`src/rtl/ysram_port_arbiter.sv`:
```
// -----------------------------------------------------------------------------
// ysram_port_arbiter
//
// Shares y_sram read port 1 and the single y_sram write port between two
// requesters: requester 0 (compute/accumulate path) and requester 1
// (rank-update path). Each port has its own round-robin pointer. Grants are
// combinational (0-cycle latency); read data returns one cycle after the grant
// edge with a per-requester valid strobe.
//
// Read/write collision (read winner and write winner on the same address in
// the same cycle):
//   default build          : the read is stalled for one cycle and re-arbitrated,
//                            so it returns the freshly written word.
//   YSRAM_ARB_FWD_EN build : the read is granted anyway and the write data is
//                            forwarded through a DW-bit register on the next cycle.
//
// Optional feature macro: YSRAM_ARB_FWD_EN
//
// Ports
//   clock          in   single clock, rising edge
//   reset          in   synchronous active-low reset
//   rd_req[1:0]    in   read request per requester
//   rd_addr0/1     in   read address per requester
//   rd_gnt[1:0]    out  read grant (combinational, one-hot or zero)
//   rd_valid[1:0]  out  read data valid per requester (registered)
//   rd_data        out  shared read data, qualified by rd_valid
//   wr_req[1:0]    in   write request per requester
//   wr_addr0/1     in   write address per requester
//   wr_data0/1     in   write data per requester
//   wr_gnt[1:0]    out  write grant (combinational, one-hot or zero)
//   ReadAddress1   out  y_sram read port 1 address
//   ReadBus1       in   y_sram read port 1 data (one cycle after address)
//   WE             out  y_sram write enable
//   WriteAddress   out  y_sram write address
//   WriteBus       out  y_sram write data
// -----------------------------------------------------------------------------
module ysram_port_arbiter #(
   parameter int unsigned AW = 11,
   parameter int unsigned DW = 256
) (
   input  logic          clock,
   input  logic          reset,
   // read requesters
   input  logic [1:0]    rd_req,
   input  logic [AW-1:0] rd_addr0,
   input  logic [AW-1:0] rd_addr1,
   output logic [1:0]    rd_gnt,
   output logic [1:0]    rd_valid,
   output logic [DW-1:0] rd_data,
   // write requesters
   input  logic [1:0]    wr_req,
   input  logic [AW-1:0] wr_addr0,
   input  logic [AW-1:0] wr_addr1,
   input  logic [DW-1:0] wr_data0,
   input  logic [DW-1:0] wr_data1,
   output logic [1:0]    wr_gnt,
   // y_sram side
   output logic [AW-1:0] ReadAddress1,
   input  logic [DW-1:0] ReadBus1,
   output logic          WE,
   output logic [AW-1:0] WriteAddress,
   output logic [DW-1:0] WriteBus
);

   // ---------------------------------------------------------------------------
   // State
   // ---------------------------------------------------------------------------
   logic          rd_ptr;        // read-port priority pointer
   logic          wr_ptr;        // write-port priority pointer
   logic [AW-1:0] last_rd_addr;  // address held on ReadAddress1 when idle
   logic [1:0]    rd_tag;        // winner of the previous cycle's read

`ifdef YSRAM_ARB_FWD_EN
   logic          fwd_flag;      // next rd_data comes from fwd_data
   logic [DW-1:0] fwd_data;      // write data captured on a collision
`endif

   // ---------------------------------------------------------------------------
   // Combinational arbitration
   // ---------------------------------------------------------------------------
   logic          rd_any;
   logic          rd_id;
   logic [AW-1:0] rd_sel_addr;
   logic          rd_cand;
   logic          rd_win;

   logic          wr_any;
   logic          wr_id;
   logic [AW-1:0] wr_sel_addr;
   logic [DW-1:0] wr_sel_data;
   logic          wr_win;

   logic          collision;

   // Read-port winner selection: single requester wins outright, pointer breaks ties
   always_comb begin
      rd_any      = |rd_req;
      rd_id       = (rd_req == 2'b11) ? rd_ptr : rd_req[1];
      rd_sel_addr = rd_id ? rd_addr1 : rd_addr0;
   end

   // Write-port winner selection
   always_comb begin
      wr_any      = |wr_req;
      wr_id       = (wr_req == 2'b11) ? wr_ptr : wr_req[1];
      wr_sel_addr = wr_id ? wr_addr1 : wr_addr0;
      wr_sel_data = wr_id ? wr_data1 : wr_data0;
   end

   // Grant qualification; reset low suppresses every grant
   always_comb begin
      wr_win    = reset & wr_any;
      rd_cand   = reset & rd_any;
      collision = rd_cand & wr_win & (rd_sel_addr == wr_sel_addr);
`ifdef YSRAM_ARB_FWD_EN
      rd_win    = rd_cand;
`else
      // Stall the read so it re-arbitrates after the write has landed
      rd_win    = rd_cand & ~collision;
`endif
   end

   // Grant vectors and SRAM-facing drive
   always_comb begin
      rd_gnt       = 2'b00;
      wr_gnt       = 2'b00;
      ReadAddress1 = last_rd_addr;
      WE           = 1'b0;
      WriteAddress = '0;
      WriteBus     = '0;

      if (rd_win) begin
         rd_gnt       = rd_id ? 2'b10 : 2'b01;
         ReadAddress1 = rd_sel_addr;
      end

      if (wr_win) begin
         wr_gnt       = wr_id ? 2'b10 : 2'b01;
         WE           = 1'b1;
         WriteAddress = wr_sel_addr;
         WriteBus     = wr_sel_data;
      end
   end

   // ---------------------------------------------------------------------------
   // Sequential state
   // ---------------------------------------------------------------------------

   // Round-robin pointers and idle read address
   always_ff @(posedge clock) begin
      if (!reset) begin
         rd_ptr       <= 1'b0;
         wr_ptr       <= 1'b0;
         last_rd_addr <= '0;
      end else begin
         if (rd_win) begin
            rd_ptr       <= ~rd_id;
            last_rd_addr <= rd_sel_addr;
         end
         if (wr_win) begin
            wr_ptr <= ~wr_id;
         end
      end
   end

   // Read-return tag: one-hot winner of the previous cycle, never 2'b11
   always_ff @(posedge clock) begin
      if (!reset) begin
         rd_tag <= 2'b00;
      end else begin
         rd_tag <= rd_gnt;
      end
   end

`ifdef YSRAM_ARB_FWD_EN
   // Forward register: holds the colliding write word for the next-cycle return
   always_ff @(posedge clock) begin
      if (!reset) begin
         fwd_flag <= 1'b0;
         fwd_data <= '0;
      end else begin
         fwd_flag <= collision;
         if (collision) begin
            fwd_data <= wr_sel_data;
         end
      end
   end
`endif

   // Read return
   always_comb begin
      rd_valid = rd_tag;
`ifdef YSRAM_ARB_FWD_EN
      rd_data  = fwd_flag ? fwd_data : ReadBus1;
`else
      rd_data  = ReadBus1;
`endif
   end

endmodule

```
`config.mk`:
```
export PLATFORM = sky130hd
export DESIGN_NAME = ysram_port_arbiter
export DESIGN_NICKNAME = d
export VERILOG_FILES = /design/src/rtl/ysram_port_arbiter.sv
export SDC_FILE = /design/constraint.sdc
export NUM_CORES = 1
export LEC_CHECK = 0
export BUFFER_PORTS_ARGS = -buffer_cell sky130_fd_sc_hd__buf_2
export CAP_MARGIN = 20
export CORE_AREA = 2 2 531 533
export CTS_CLUSTER_DIAMETER = 120
export CTS_CLUSTER_SIZE = 8
export DETAILED_ROUTE_END_ITERATION = 16
export DIE_AREA = 0 0 533 535
export GPL_TIMING_DRIVEN = 0
export PLACE_DENSITY_LB_ADDON = 0.15
export SETUP_SLACK_MARGIN = 0.05
export SYNTH_ARGS = -nofsm -noshare
export SYNTH_HDL_FRONTEND = slang
export SYNTH_SLANG_ARGS = --single-unit
```
`constraint.sdc`:
```
create_clock -name clock -period 3.14 [get_ports clock]
set_input_delay 0.628 -clock clock [delete_from_list [all_inputs] [get_ports clock]]
set_output_delay 0.628 -clock clock [all_outputs]
set_load 0.03 [all_outputs]
```
==> run summary <==
XOR/XNOR Fraction of Synth Area - 0
Avg Cell Area, Syn - 7.68 um^2
Worst Hold Class - reg2reg
outcome - complete, but fails checks
starting density of the core - 0.0212
first-pass GRT wire length - 211,000 um
DIE WIDTH - 533 um
Tcrit/Tclk final - 1.06
Hold Path Origin - last_rd_addr[0]
GP Congestion - 0.911
post-synth top area cell - a22o_1
R2R depth - 12
cts hold-fix bufs - 0
Multi-input gate area - 0.00424 mm^2
Worst VDD drop - 0.185 mV
Synth Register Bits - 15
clock latency on the worst-skew pair - 0.25 ns
Post-Synthesis Cell Area - 0.00592 mm^2
Final Skew - 0.00641 ns
WHS Path Cells - 1
Initial DRC Count - 655
WP buf/inv - 5
CP top delay family - buffers and inverters
GRT Overall Usage - 0.124
Finished Layout Cells - 5,703
dpl cells - 5,601
final WL - 187,000 um
# DRC - 0
Ys Warns - 0
CTS tree - built
wire per inst - 32.9 um
adder-cell share of the synthesized area - 0
layout cells sized above 1 - 0.828
post-route ant nets - 0
Clock Sinks - 15
reg2reg end - last_rd_addr[1]
Syn Nets - 1,588
CP max stage cell - o211ai_1
DR pass1 iterations - 5
sequential-to-total area share from yosys stat - 0.0508
final setup violating endpoints - 14
largest family of logic cells by synthesized area - compound AO/OA/AOI/OAI gates
initial antenna violation count - 258
crit-path max FO - 10
Cell variety after synth - 37
Setup crit start kind - input port
Worst Tran Pin Value - 0.606 ns
CP cell instances - buf_8, nand2b_4, buf_6, and3_4, o211ai_1, nand3_4, nor4_4, buf_4, buf_6, a211o_1, o21a_1, buf_6
Die H - 535 um
DIE AREA - 0.285 mm^2
Placement Setup Slack - -2.39 ns
RSZ-0062 raised after global routing - true
reg2reg start - wr_ptr
number of fill cells - 33,100
failing checks - setup timing
total of max-cap violations - 0
input/output buffers - 1,101
Setup crit end kind - output pin
post-synthesis mux area share - 0.00677
PwrDens - 240 mW/mm^2
total grt overflow - 0
H-tree lvl count - 1
Max Slew Vio Count - 0
crit path kind - in2out
P_leak - 8.63 nW
Via Count - 12,500
most common cell after layout, fill and taps aside - buf_2
area fraction of the dominant cell type after synthesis - 0.379
FMAX - 300 MHz
setup slack, reg-to-reg - 0.66 ns
Crit path top cell by count - buf_6
Hold EP - last_rd_addr[0]
pin count of the biggest net entering global routing - 11
minimum clock period - 3.33 ns
largest cells by area after synthesis - a22o_1 (38%), buf_4 (33%), dfxtp_1 (5.1%)
Compound-Gate Fraction of Synth Area - 0.491
DPL Wire Length - 179,000 um
Via density - 2.18
Layout Nets - 2,719
Final Hold Fails - 0
post-synthesis simple-gate area fraction - 0.0719
Core Region - 0.279 mm^2
Clock transition at path regs - 0.05 ns
cell count after synthesis - 770
FP Rows - 194
WP data arrival - 2.70 ns
Crit path largest cell delay - 0.25 ns
Root Driver - clkbuf_16
Ports - 1,359
total CTS buffers - 3
P&R area growth vs syn - 222%
number of global-route vias before repair - 12,000
commonest cells after routing, fill and taps aside - buf_2 (932), buf_4 (319), a22o_1 (181)
relative slew slack - 0.596
worst-case clock buffer depth - 2
Worst Slack Setup Final - -0.191 ns
Reg area - 302 um^2
Crit path required time - 2.51 ns
registers in the layout, summed over array words and instances, names as in the netlist:
name / cells
wr_ptr: 1
last_rd_addr: 11
rd_valid: 2
rd_ptr: 1
worst max path at each step:
stage | from | to | slack (ns) | cells after the start
after floorplan | rd_req[1] | ReadAddress1[2] | -0.02 | 9
final | wr_req[0] | ReadAddress1[0] | -0.19 | 12
after detailed placement | wr_req[1] | WriteBus[220] | -2.39 | 8
after global placement | wr_req[1] | WriteBus[200] | -4.56 | 8
after global routing | wr_req[0] | ReadAddress1[0] | -0.28 | 12
after CTS | wr_req[0] | ReadAddress1[0] | -0.24 | 12
kinds of logic (layout without fill, tap and decap cells):
kind of cell	Yosys count	in the layout
buf+inv	336	1466
flops	15	15
other cells	0	79
mux	4	4
simple gates	72	72
compound gates	343	343
synth_stat cells:
cell type / count
nand2b_2: 1
nand2_1: 9
a32oi_1: 4
inv_2: 1
a31oi_1: 1
and2_1: 4
a21boi_0: 5
and3_1: 11
a22o_1: 256
nand4_1: 10
or2_2: 1
dfxtp_1: 15
clkbuf_1: 57
o21ai_0: 6
o21ai_1: 6
a211o_1: 18
buf_1: 6
nor4_4: 1
mux2i_1: 4
buf_4: 257
buf_6: 1
o21ai_2: 1
nor2b_1: 5
nor2_1: 7
nand3_1: 16
o211a_1: 7
and3_4: 2
nand2b_1: 4
o211ai_1: 11
buf_2: 8
nand2b_4: 1
inv_1: 6
o21a_1: 16
a21oi_2: 1
a21oi_1: 4
o211ai_2: 1
a21boi_1: 6
metrics by stage:
step | TNS, ns | power, mW | hold WS (ns) | utilization | instance area, um^2
2_1_floorplan | -0.0488 | 1.97 | 0.472 | - | 5940
3_3_place_gp | -870.88 | 3.89 | 0.481 | 0.0578 | 16100
3_5_place_dp | -509.10 | 3.90 | 0.487 | 0.0582 | 16200
4_1_cts | -15.88 | 4.44 | 0.502 | 0.0627 | 17500
5_1_grt | -3.21 | 4.80 | 0.527 | 0.0677 | 18900
6_report | -1.33 | 4.56 | 0.498 | 0.0682 | 19000
layer usage:
| layer | vias to the layer above | track usage | share of wire |
|---|---|---|---|
| met2 | 1196 | 0.190 | 0.42 |
| met4 | 146 | 0.0180 | 0.026 |
| met1 | 5632 | 0.142 | 0.38 |
| met3 | 413 | 0.0884 | 0.17 |
| met5 | - | 0 | 0.0050 |
| li1 | 5064 | - | - |
layout make-up:
| type | instances | share of cell area |
|---|---|---|
| Timing Repair Buffer | 1126 | 0.354 |
| Tap cell | 3724 | 0.245 |
| Multi-Input combinational cell | 419 | 0.223 |
| Buffer | 329 | 0.146 |
| Sequential cell | 15 | 0.0158 |
| Antenna cell | 79 | 0.0104 |
| Clock buffer | 3 | 0.00395 |
| Inverter | 7 | 0.00164 |
| Clock inverter | 1 | 0.000263 |
timing repair:
action | CTS | global route
pin swaps | 12 | 15
cloned | 2 | 1
buffers inserted | 9 | 9
resized for setup | 359 | 336
endpoints found under the setup margin | 295 | 251
report_power, final:
group          internal (mW)  total (mW)  switching, mW
logic                   1.46        4.07           2.61
clock network          0.171       0.264         0.0936
registers              0.212       0.229         0.0168
worst register-to-register path, cell delays in order, from the launching register on:
cell and delay [ns]:
dfxtp_1 0.33, nand2b_4 0.20, buf_6 0.17, and3_4 0.21
o211ai_1 0.25, nand3_4 0.14, nor4_4 0.22, buf_4 0.18
a21oi_4 0.07, buf_8 0.17, buf_6 0.12, buf_4 0.12
o211a_1 0.19
Note: power is estimated with default switching activity, not from simulation.
